## src/rtl/sync_fifo_prog.sv

```systemverilog
// sync_fifo_prog: single-clock FIFO with standard or first-word-fall-through
// read mode, programmable thresholds, occupancy, overflow/underflow pulses
// and a synchronous flush. In FWFT mode the words held in the prefetch stage
// and in the output register count towards FIFO_DEPTH.
module sync_fifo_prog #(
    parameter int DATA_WIDTH = 8,
    parameter int FIFO_DEPTH = 32,
    parameter bit FWFT       = 1'b0,
    parameter     RAM_TYPE   = "block",
    localparam int CW        = $clog2(FIFO_DEPTH) + 1
) (
    input  logic                  i_clk,
    input  logic                  i_s_rst,
    input  logic                  i_flush,
    input  logic                  i_wr_en,
    input  logic [DATA_WIDTH-1:0] i_wr_data,
    input  logic                  i_rd_en,
    output logic [DATA_WIDTH-1:0] o_rd_data,
    output logic                  o_rd_valid,
    input  logic [CW-1:0]         i_prog_full_thresh,
    input  logic [CW-1:0]         i_prog_empty_thresh,
    output logic                  o_full,
    output logic                  o_almost_full,
    output logic                  o_prog_full,
    output logic                  o_empty,
    output logic                  o_almost_empty,
    output logic                  o_prog_empty,
    output logic [CW-1:0]         o_count,
    output logic                  o_overflow,
    output logic                  o_underflow
);

    localparam int PW = $clog2(FIFO_DEPTH);
    localparam logic [CW-1:0] DEPTH_C    = CW'(FIFO_DEPTH);
    localparam logic [CW-1:0] DEPTH_M1_C = CW'(FIFO_DEPTH - 1);

    (* ram_style = RAM_TYPE *) logic [DATA_WIDTH-1:0] mem [FIFO_DEPTH];

    logic [PW-1:0]         wr_ptr;
    logic [PW-1:0]         rd_ptr;
    logic [CW-1:0]         count;
    logic                  rd_valid_q;
    logic [DATA_WIDTH-1:0] rd_data_q;
    logic                  overflow_q;
    logic                  underflow_q;
    logic                  readable;
    logic                  wr_acc;
    logic                  rd_acc;
    logic                  mem_rd;

    assign o_count        = count;
    assign o_rd_valid     = rd_valid_q;
    assign o_rd_data      = rd_data_q;
    assign o_overflow     = overflow_q;
    assign o_underflow    = underflow_q;
    assign o_full         = (count == DEPTH_C);
    assign o_almost_full  = (count == DEPTH_M1_C);
    assign o_almost_empty = (count == CW'(1));
    assign o_prog_full    = (count >= i_prog_full_thresh);
    assign o_prog_empty   = (count <= i_prog_empty_thresh);
    assign o_empty        = FWFT ? !rd_valid_q : (count == '0);

    // In FWFT mode only a presented word can be popped; otherwise any stored word.
    assign readable = FWFT ? rd_valid_q : (count != '0);
    assign wr_acc   = i_wr_en && !o_full;
    assign rd_acc   = i_rd_en && readable;

    // Storage write port, left without reset so it maps onto RAM.
    always_ff @(posedge i_clk) begin
        if (wr_acc && !i_s_rst && !i_flush) begin
            mem[wr_ptr] <= i_wr_data;
        end
    end

    // Pointers, occupancy and rejection pulses.
    always_ff @(posedge i_clk) begin
        if (i_s_rst || i_flush) begin
            wr_ptr      <= '0;
            rd_ptr      <= '0;
            count       <= '0;
            overflow_q  <= 1'b0;
            underflow_q <= 1'b0;
        end else begin
            if (wr_acc) wr_ptr <= wr_ptr + 1'b1;
            if (mem_rd) rd_ptr <= rd_ptr + 1'b1;
            case ({wr_acc, rd_acc})
                2'b10:   count <= count + 1'b1;
                2'b01:   count <= count - 1'b1;
                default: count <= count;
            endcase
            overflow_q  <= i_wr_en && !wr_acc;
            underflow_q <= i_rd_en && !rd_acc;
        end
    end

    generate
        if (FWFT) begin : g_fwft
            // RAM -> prefetch (mid) -> output register; the prefetch stage
            // keeps the output fed under back-to-back pops.
            logic                  mid_valid;
            logic [DATA_WIDTH-1:0] mid_data;
            logic                  out_free;
            logic                  mid_free;
            logic [CW-1:0]         mem_cnt;

            assign out_free = !rd_valid_q || rd_acc;
            assign mid_free = !mid_valid || out_free;
            assign mem_cnt  = count - CW'(rd_valid_q) - CW'(mid_valid);
            assign mem_rd   = mid_free && (mem_cnt != '0);

            // Advance the prefetch and output stages.
            always_ff @(posedge i_clk) begin
                if (i_s_rst) begin
                    rd_valid_q <= 1'b0;
                    rd_data_q  <= '0;
                    mid_valid  <= 1'b0;
                    mid_data   <= '0;
                end else if (i_flush) begin
                    rd_valid_q <= 1'b0;
                    mid_valid  <= 1'b0;
                end else begin
                    if (out_free) begin
                        rd_valid_q <= mid_valid;
                        if (mid_valid) rd_data_q <= mid_data;
                    end
                    if (mid_free) begin
                        mid_valid <= mem_rd;
                        if (mem_rd) mid_data <= mem[rd_ptr];
                    end
                end
            end
        end else begin : g_std
            assign mem_rd = rd_acc;

            // Registered read: data and valid one cycle after the accepted request.
            always_ff @(posedge i_clk) begin
                if (i_s_rst) begin
                    rd_valid_q <= 1'b0;
                    rd_data_q  <= '0;
                end else if (i_flush) begin
                    rd_valid_q <= 1'b0;
                end else begin
                    rd_valid_q <= rd_acc;
                    if (rd_acc) rd_data_q <= mem[rd_ptr];
                end
            end
        end
    endgenerate

`ifndef SYNTHESIS
    // Simulation notices for accesses that the FIFO silently drops.
    always_ff @(posedge i_clk) begin
        if (!i_s_rst && !i_flush) begin
            assert (!(i_wr_en && o_full))
                else $info("sync_fifo_prog: write while full ignored");
            assert (!(i_rd_en && !readable))
                else $info("sync_fifo_prog: read while empty ignored");
        end
    end
`endif

endmodule

```

## config.mk

```make
export PLATFORM = sky130hd
export DESIGN_NAME = sync_fifo_prog
export DESIGN_NICKNAME = d
export VERILOG_FILES = /design/src/rtl/sync_fifo_prog.sv
export SDC_FILE = /design/constraint.sdc
export NUM_CORES = 1
export LEC_CHECK = 0
export BUFFER_PORTS_ARGS = -buffer_cell sky130_fd_sc_hd__buf_2
export CELL_PAD_IN_SITES_DETAIL_PLACEMENT = 1
export CELL_PAD_IN_SITES_GLOBAL_PLACEMENT = 1
export CORE_MARGIN = 3
export CORE_UTILIZATION = 48
export DETAILED_ROUTE_END_ITERATION = 7
export GPL_ROUTABILITY_DRIVEN = 0
export GPL_TIMING_DRIVEN = 0
export MAX_ROUTING_LAYER = met4
export PLACE_DENSITY_LB_ADDON = 0.1
export SETUP_SLACK_MARGIN = 0.4
export SYNTH_ARGS = -nofsm -noshare
export SYNTH_HDL_FRONTEND = slang
export SYNTH_SLANG_ARGS = --single-unit
```

## constraint.sdc

```tcl
create_clock -name i_clk -period 2.4 [get_ports i_clk]
set_input_delay 0.36 -clock i_clk [delete_from_list [all_inputs] [get_ports i_clk]]
set_output_delay 0.36 -clock i_clk [all_outputs]
set_load 0.005 [all_outputs]
```

==> flow_summary.ini, run 1 <==
[status]
status = completed

[critical_path]
timing.rr.end = o_count[4]$_SDFFE_PP0P_
cp_max_fo = 6
critPathRequiredTime_ns = 2.79
critPathArrivalTime_ns = 2.76
end_kind = flop
r2r_setup_slack_ns = 0.03
reg2reg_depth = 15
rr_startpoint = o_count[0]$_SDFFE_PP0P_
critPathLaunchType = flop
crit_end = o_count[4]$_SDFFE_PP0P_
critPathKind = reg2reg
setup.worst_path.start = o_count[0]$_SDFFE_PP0P_

[cells_and_area]
diodes = 0
layout.cells.non_filler = 1151
multi_input_area_um2 = 3510
finish.net_count = 862
fin_area_um2 = 14600
fill_cells = 2054
seq_area_um2 = 8250
drive_gt1_frac = 0.379
area_delta_synth_final_pct = 28.3

[sta]
finalHoldViolations = 0
relSlewSlack = 0.350
tightest_slew_ns = 0.971
tns_ns = 0
period_needed_ns = 2.37
fmax_mhz = 422
rsz0062_at_grt = true
finClkSkew_ns = 0.0315
slew_violations = 0
finalSetupViolations = 0
fin_ws_ns = 0.0316
finalCritPeriodShare = 0.987

[power_and_ir_drop]
ir_drop_uv = 530
p_per_area_nw_per_um2 = 695
p_leak_nw = 4.84
finalPower_w = 0.0102

[synthesis]
yosys.area.top_type = edfxtp_1
postSynthCellCount = 664
yosys_warnings = 0
netlist_area_um2 = 11400
syn-num-nets = 710
synth.distinct_cells = 45
yosys_register_bits = 283
syn_avg_cell_area_um2 = 17.2
netlist_top_cells_area = edfxtp_1 67%, mux4_2 6.9%, dfxtp_1 4.7%
yosysTopAreaCellShare = 0.674
seq_area_frac_synth = 0.721

[place]
place_ws_ns = -0.771
place_inst = 1024
dpl_cell_area_um2 = 12200
io_buffers = 47
place_hpwl_um = 18900

[global_routing]
grt_max_degree = 33
antenna_found_initial = 0
grt_pass1_vias = 7318
grt_remaining_overflow = 0
track_usage = 0.247
grt_first_pass_wirelength_um = 45800

[clocking]
htree_levels = 1
clock_sinks = 283
numCtsBuffers = 29
cts_root_buf = clkbuf_16
clk_pin_slew_ns = 0.06
cts_tree = built
cts_buffer_depth = 3
clkLatencyLatePin_ns = 0.55

[floorplan]
ios = 48
chipHeight_um = 160
num_rows = 55
initial_core_util = 0.496
dieWidth_um = 160
dieArea_um2 = 25700
coreArea_um2 = 23000

[drt]
drtAntennaViolNets = 0
first_pass_iters = 5
viasPerCell = 5.85
drt-total-wl_um = 31300
post_drt_wl_per_cell_um = 27.2
vias = 6736
drt_iter0_drc = 537
drc = 0

[flow_run]
cap_violations = 0

[worst_hold_path]
hp-class = in2reg
## cells in the final DEF (no fill, tap or decap), types with 18 or more instances in the layout
cell type  Yosys  routed
mux4_2        35      35
dfxtp_1       27      18
nand2_1       20      20
buf_12         0      29
edfxtp_1     256     256
clkbuf_16      0      29
nor2_4         0      33
nor2_1        72      37
buf_2         12      49
buf_6          5      25
buf_4          2      33
mux2i_1       49      48
## area by class of cell
class                      count  share of cell area
sequential                   283               0.564
multi-input combinational    331               0.240
timing repair buffer         121              0.0830
clock buffer                  42              0.0563
tap                          313              0.0268
buffer                        32              0.0192
clock inverter                11             0.00530
inverter                      18             0.00530
## synth_stat cells (all sizes together)
cell type  number
o22ai          12
a31oi           1
o2111ai         4
clkbuf         11
xnor2           5
a22oi          16
o21ai           5
nor2           73
and3            3
nand3           9
a2bb2oi         1
nand2b          2
nand2          20
nor3b           2
o221ai          4
or3             3
or4b            1
buf            21
edfxtp        256
a211oi          5
a21oi          12
a32o            8
nor4            4
inv            18
nand4b          1
a21boi          1
nor2b           4
nand4           4
or2             1
or3b            2
ha             21
mux2i          49
dfxtp          27
a21o            4
nand3b          6
xor2            8
mux4           40
## worst max-delay path, cell delays in order, from the launching register on
cell	delay (ns)
dfxtp_4	0.36
inv_4	0.05
ha_4	0.16
nor2b_4	0.13
a31oi_4	0.22
buf_6	0.13
inv_4	0.03
ha_4	0.14
buf_6	0.11
buf_6	0.11
buf_6	0.13
nor2b_4	0.13
a2bb2oi_2	0.16
nor2_1	0.09
xnor2_1	0.21
nor2_1	0.06
## flip-flops by register name, indices dropped and copies added (netlist names)
signal       count
wr_ptr           5
rd_ptr           5
o_underflow      1
o_overflow       1
o_rd_valid       1
mem            256
o_count          6
o_rd_data        8
## power breakdown
group | switching [W] | internal, W | leakage [nW] | total, W
clock network | 0.00178 | 0.00247 | 0.445 | 0.00425
logic | 0.000300 | 0.000233 | 1.87 | 0.000533
registers | 0.0000167 | 0.00538 | 2.53 | 0.00540
## cells by family after synthesis
kind of cell / Yosys count / synth area share
AND/OR/NAND/NOR: 135 / 0.0547
multiplexers: 89 / 0.124
flip-flops: 283 / 0.721
buffers and inverters: 50 / 0.0217
AO/OA/AOI/OAI: 73 / 0.0456
adder cells (fa/ha/maj): 21 / 0.0230
XOR/XNOR: 13 / 0.00998
## what timing repair did
| item | 4_1_cts | 5_1_grt |
|---|---|---|
| gates cloned | 1 | 0 |
| gates resized for setup | 122 | 33 |
| setup buffers | 56 | 17 |
| pin swaps | 45 | 34 |
| hold buffers | 0 | 0 |
| endpoints found under the setup margin | 275 | 275 |
## layer usage
metal,up-vias,GRT usage,part of all wire
met5,-,-,0
met4,0,0.0785,0.028
met3,53,0.0366,0.045
met2,212,0.410,0.52
met1,3534,0.316,0.41
li1,2937,-,-
## worst min-delay path by stage
stage / startpoint / to / slack (ns) / depth (start not counted)
after floorplan: i_wr_data[0] / mem[0][0]$_DFFE_PP_ / 0.46 / 0
after global placement: o_rd_data[2]$_SDFFE_PP0P_ / o_rd_data[2]$_SDFFE_PP0P_ / 0.45 / 1
after detailed placement: o_rd_data[7]$_SDFFE_PP0P_ / o_rd_data[7]$_SDFFE_PP0P_ / 0.48 / 1
after CTS: i_wr_en / o_overflow$_SDFF_PP0_ / 0.06 / 2
after global routing: i_wr_en / o_overflow$_SDFF_PP0_ / 0.07 / 2
final: i_wr_en / o_overflow$_SDFF_PP0_ / 0.07 / 2
## per-stage QoR
stage | hold WS, ns | util
global route | 0.0656 | 0.637
finish | 0.0715 | 0.637
detailed placement | 0.480 | 0.531
global placement | 0.454 | 0.531
floorplan | 0.459 | -
CTS | 0.0616 | 0.620
Power figures use the tool's default switching activity.
==> run 2, diff against run 1 <==
Settings changed: ABC_AREA set to 1, CAP_MARGIN set to 10, CORE_UTILIZATION 48 to 44, SLEW_MARGIN set to 20.
==> flow_summary.ini, run 2 <==
[clocking]
htree_levels = 1
cts_root_buf = clkbuf_16
cts_tree = built
clk_pin_slew_ns = 0.06
clkLatencyLatePin_ns = 0.57
ctsHoldBuffers = 0
cts_buffer_depth = 3
numCtsBuffers = 31
clock_sinks = 283

[floorplan]
chipHeight_um = 174
initial_core_util = 0.454
ios = 48
dieWidth_um = 174
num_rows = 60
coreArea_um2 = 27400
dieArea_um2 = 30300

[critical_path]
worstPathCellList = inv_4, ha_4, inv_4, nor2_4, nand3_4, nand2_4, inv_6, ha_4, inv_2, nand3_1, o31ai_4, nand2_1, o21ai_1, a21oi_1
rr_startpoint = o_count[1]$_SDFFE_PP0P_
slowest_stage = dfxtp_4
crit_path_max_incr_delay_ns = 0.39
critPathKind = reg2reg
critPathLaunchType = flop
cp_max_fo = 6
critPathRequiredTime_ns = 2.83
timing.rr.end = o_count[5]$_SDFFE_PP0P_
end_kind = flop
critPathArrivalTime_ns = 2.60
reg2reg_depth = 14
r2r_setup_slack_ns = 0.23

[synthesis]
yosys_warnings = 0
synth_common_cells = 361 x nand2_1, 256 x edfxtp_1, 166 x nand3_1, 139 x inv_1, 92 x nor2_1
post-synth-top-count-cell = nand2_1
yosysTopAreaCellShare = 0.618
synthArstFlopShare = 0
synth.distinct_cells = 30
seq_area_frac_synth = 0.661
synth-edff-count = 256
netlist_top_cells_area = edfxtp_1 62%, nand2_1 11%, nand3_1 6.7%
postSynthCellCount = 1219
yosys_register_bits = 283
syn-num-nets = 1265
synth_flop_cell = edfxtp_1
syn_avg_cell_area_um2 = 10.2
netlist_area_um2 = 12400
yosys.area.top_type = edfxtp_1

[sta]
finalSetupViolations = 0
slew_violations = 0
rsz0062_at_grt = true
tightest_slew_ns = 0.869
finalHoldViolations = 0
finClkSkew_ns = 0.0288
finalCritPeriodShare = 0.903
relSlewSlack = 0.421
fmax_mhz = 461
period_needed_ns = 2.17

[drt]
drt_iter0_drc = 718
viasPerCell = 5.31
vias = 9181
first_pass_iters = 5
drtAntennaViolNets = 0
drc = 0
post_drt_wl_per_cell_um = 22.0
drt-total-wl_um = 38100

[cells_and_area]
top_register = mem
final_common_cell = nand2_1
area_delta_synth_final_pct = 20.8
finish.net_count = 1378
largest_reg_flops = 256
fill_cells = 2970
layout.cells.non_filler = 1729
seq_area_um2 = 8240
layout_common_cells = 361 x nand2_1, 256 x edfxtp_1, 163 x nand3_1
drive_gt1_frac = 0.183
multi_input_area_um2 = 3770

[worst_hold_path]
hp-class = in2reg
min_delay_path_depth = 3
holdPathEnd = o_underflow$_SDFF_PP0_
hold_path_startpoint = i_rd_en

[global_routing]
gr-max-usage-layer = met2
grt_pass1_vias = 9538
grt_max_degree = 33
use_met3 = 0.0312
grt_remaining_overflow = 0
track_usage = 0.258
met2_usage = 0.422
grt_use_met1 = 0.344
antenna_found_initial = 1
grt_first_pass_wirelength_um = 57200

[place]
place_hpwl_um = 25000
io_buffers = 46
place_inst = 1637

[power_and_ir_drop]
ir_drop_uv = 738
p_per_area_nw_per_um2 = 705
finalPower_w = 0.0106
p_leak_nw = 5.94

[flow_run]
cap_violations = 0

[status]
status = completed
==> run 2: cell type report <==
type | count | share of cell area
Buffer | 54 | 0.0246
Tap cell | 372 | 0.0310
Timing Repair Buffer | 80 | 0.0444
Multi-Input combinational cell | 737 | 0.251
Antenna cell | 1 | 0.000167
Sequential cell | 283 | 0.548
Clock buffer | 38 | 0.0534
Clock inverter | 19 | 0.00958
Inverter | 145 | 0.0374
==> run 2: stage by stage <==
stage	setup TNS, ns	setup slack (ns)	hold WS, ns	utilization	cell area, um2
after detailed placement	-69.99	-0.441	0.456	0.481	13200
after floorplan	0	0.426	0.459	-	12500
after global routing	0	0.112	0.0689	0.548	15000
final	0	0.232	0.0769	0.548	15000
after global placement	-59.51	-0.381	0.451	0.481	13200
after CTS	0	0.252	0.0570	0.541	14800
==> run 2: what timing repair did <==
item | CTS | global route
endpoints found under the setup margin | 273 | 263
setup buffers | 26 | 8
resized for setup | 101 | 29
pin swaps | 18 | 14
==> run 2: kinds of logic (layout without fill, tap and decap cells) <==
kind of cell,Yosys count,in the layout,synth area share
AOI/OAI and AO/OA,72,72,0.0301
xor gates and xnor gates,1,1,0.000704
adders and majority gates,21,21,0.0211
buffers and inverters,199,336,0.0708
DFF,283,283,0.661
other,0,1,0
and+or+nand+nor,643,643,0.216
==> run 2: metal layers <==
| layer | share of wire | up-vias |
|---|---|---|
| li1 | - | 4287 |
| met5 | 0 | - |
| met4 | 0.028 | 0 |
| met2 | 0.49 | 264 |
| met1 | 0.43 | 4566 |
| met3 | 0.053 | 64 |
==> run 2: how the worst max path moves through the flow <==
stage / from / end / slack, ns / cells past startpoint
global placement: i_s_rst / mem[12][3]$_DFFE_PP_ / -0.38 / 6
floorplan: o_count[0]$_SDFFE_PP0P_ / o_count[5]$_SDFFE_PP0P_ / 0.43 / 15
global route: o_count[1]$_SDFFE_PP0P_ / o_count[5]$_SDFFE_PP0P_ / 0.11 / 14
CTS: o_count[1]$_SDFFE_PP0P_ / o_prog_empty / 0.25 / 7
finish: o_count[1]$_SDFFE_PP0P_ / o_count[5]$_SDFFE_PP0P_ / 0.23 / 14
detailed placement: i_s_rst / mem[12][3]$_DFFE_PP_ / -0.44 / 6
==> run 2: power by group <==
| part | leakage (nW) | internal [W] | switching, W |
|---|---|---|---|
| Combinational | 2.96 | 0.000222 | 0.000467 |
| Sequential | 2.52 | 0.00539 | 0.0000160 |
| Clock | 0.465 | 0.00257 | 0.00193 |
==> run 2: critical path, delay by kind of cell (launching register included) <==
| kind | cells | cell delay [ns] |
|---|---|---|
| flip-flops | 1 | 0.39 |
| AND/OR/NAND/NOR | 5 | 0.62 |
| AO/OA/AOI/OAI | 3 | 0.45 |
| buffers and inverters | 4 | 0.25 |
| adder cells (fa/ha/maj) | 2 | 0.33 |
==> run 3, diff against run 2 <==
--- a/config.mk
+++ b/config.mk
@@ -16,5 +16,4 @@
 export GPL_ROUTABILITY_DRIVEN = 0
 export GPL_TIMING_DRIVEN = 0
-export MAX_ROUTING_LAYER = met4
 export PLACE_DENSITY_LB_ADDON = 0.1
 export SETUP_SLACK_MARGIN = 0.4
==> constraint.sdc (replaced) <==
create_clock -name i_clk -period 2.4 [get_ports i_clk]
set_input_delay 0.36 -clock i_clk [delete_from_list [all_inputs] [get_ports i_clk]]
set_output_delay 0.36 -clock i_clk [all_outputs]
set_load 0.05 [all_outputs]
==> flow_summary.ini, run 3 (synthesized netlist as in run 2, its figures left out) <==
[flow_run]
cap_violations = 0

[sta]
fmax_mhz = 459
tns_ns = 0
finalSetupViolations = 0
period_needed_ns = 2.18
slew_violations = 0
finalCritPeriodShare = 0.907
relSlewSlack = 0.429
finalHoldViolations = 0
fin_ws_ns = 0.223
rsz0062_at_grt = true
tightest_slew_ns = 0.857
finClkSkew_ns = 0.0137

[floorplan]
dieArea_um2 = 30300
initial_core_util = 0.454
num_rows = 60
ios = 48
coreArea_um2 = 27400
dieWidth_um = 174
chipHeight_um = 174

[drt]
post_drt_wl_per_cell_um = 22.9
drc = 0
viasPerCell = 5.32
drtAntennaViolNets = 0
first_pass_iters = 5
drt-total-wl_um = 39900
drt_iter0_drc = 689
vias = 9256

[critical_path]
path_common_cell = o21ai_1
crit_path_max_incr_delay_ns = 0.39
critPathLaunchType = flop
crit_buf_inv = 2
critPathKind = reg2out
cp_top_family = compound AO/OA/AOI/OAI gates
critPathArrivalTime_ns = 1.82
worstPathCellList = ha_4, inv_2, o21bai_1, a21oi_1, o21ai_1, o21ai_1, buf_6
slowest_stage = dfxtp_4
end_kind = primary output
cp_max_fo = 5
critPathRequiredTime_ns = 2.04

[place]
place_hpwl_um = 25800
place_ws_ns = -0.0878
place_inst = 1637
io_buffers = 46

[global_routing]
antenna_found_initial = 0
grt_max_degree = 33
grt_pass1_vias = 9717
grt_remaining_overflow = 0
track_usage = 0.259
grt_first_pass_wirelength_um = 58700

[power_and_ir_drop]
p_per_area_nw_per_um2 = 716
ir_drop_uv = 602
p_leak_nw = 6.07

[cells_and_area]
fill_cells = 2904
layout_common_cells = 358 x nand2_1, 256 x edfxtp_1, 162 x nand3_1
top_register = mem
final_util = 0.561
largest_reg_flops = 256
finish.net_count = 1390
area_delta_synth_final_pct = 23.6
diodes = 0
layout.cells.non_filler = 1740
multi_input_area_um2 = 3800
final_common_cell = nand2_1
drive_gt1_frac = 0.194
seq_area_um2 = 8250

[worst_hold_path]
hp-class = in2reg

[clocking]
clk_pin_slew_ns = 0.06
cts_buffer_depth = 3
numCtsBuffers = 31
clock_sinks = 283
clkLatencyLatePin_ns = 0.56
cts_tree = built
cts_root_buf = clkbuf_16
htree_levels = 1

[status]
status = completed
## run 3: changes by cell type in the layout (fill, tap and decap cells not counted), moves of 3 or more
cell       delta
buf_12        +8
bufinv_16     +4
buf_2         -3
buf_4         +3
dfxtp_2       -3
dfxtp_4       +3
nand2_1       -3
nand2_2       +3
## run 3: worst paths after layout
path / start / end / slack, ns / cells past startpoint
worst min register to register: o_rd_data[5]$_SDFFE_PP0P_ / o_rd_data[5]$_SDFFE_PP0P_ / 0.46 / 2
worst max-delay path: o_count[1]$_SDFFE_PP0P_ / o_prog_empty / 0.22 / 7
worst max register to register: o_count[1]$_SDFFE_PP0P_ / o_count[5]$_SDFFE_PP0P_ / 0.27 / 13
worst min-delay path: i_rd_en / o_underflow$_SDFF_PP0_ / 0.06 / 3
## run 3: tightest hold or removal path, cell delays in order
cell and delay (ns):
buf_2 0.12, nand2_1 0.06, nor2_1 0.04
## run 3: power by group
part           internal, W  leakage, nW  switching (W)
Combinational     0.000222         3.04       0.000509
Sequential         0.00538         2.52      0.0000174
Clock              0.00299        0.507        0.00190
Total              0.00859         6.07        0.00242
## run 3: area by class of cell
class / instances / area share
flip-flops and latches: 283 / 0.536
clock buffers: 36 / 0.0517
clock inverters: 21 / 0.0160
repair buffers: 92 / 0.0583
multi-input cells: 737 / 0.247
inverters: 145 / 0.0369
well taps: 372 / 0.0303
plain buffers: 54 / 0.0233
## run 3: routing by layer
| layer | global-route usage | share of wire | vias up |
|---|---|---|---|
| met5 | 0 | 0 | - |
| met3 | 0.0325 | 0.051 | 84 |
| met2 | 0.448 | 0.50 | 269 |
| li1 | - | - | 4303 |
| met1 | 0.338 | 0.42 | 4600 |
| met4 | 0.0915 | 0.035 | 0 |
## run 3: per-stage QoR
stage	power, W	instance area [um2]	hold WS, ns
finish	0.0110	15400	0.0641
global route	0.0114	15400	0.0715
CTS	0.0111	15100	0.0427
detailed placement	0.00612	13400	0.457
global placement	0.00610	13400	0.453
floorplan	0.00584	12700	0.459
## run 3: repair_timing
action                                  CTS  global route
hold buffers                              0             0
buffers inserted                         31            15
gates resized for setup                  59            25
pin swaps                                21            24
endpoints found under the setup margin  276           271
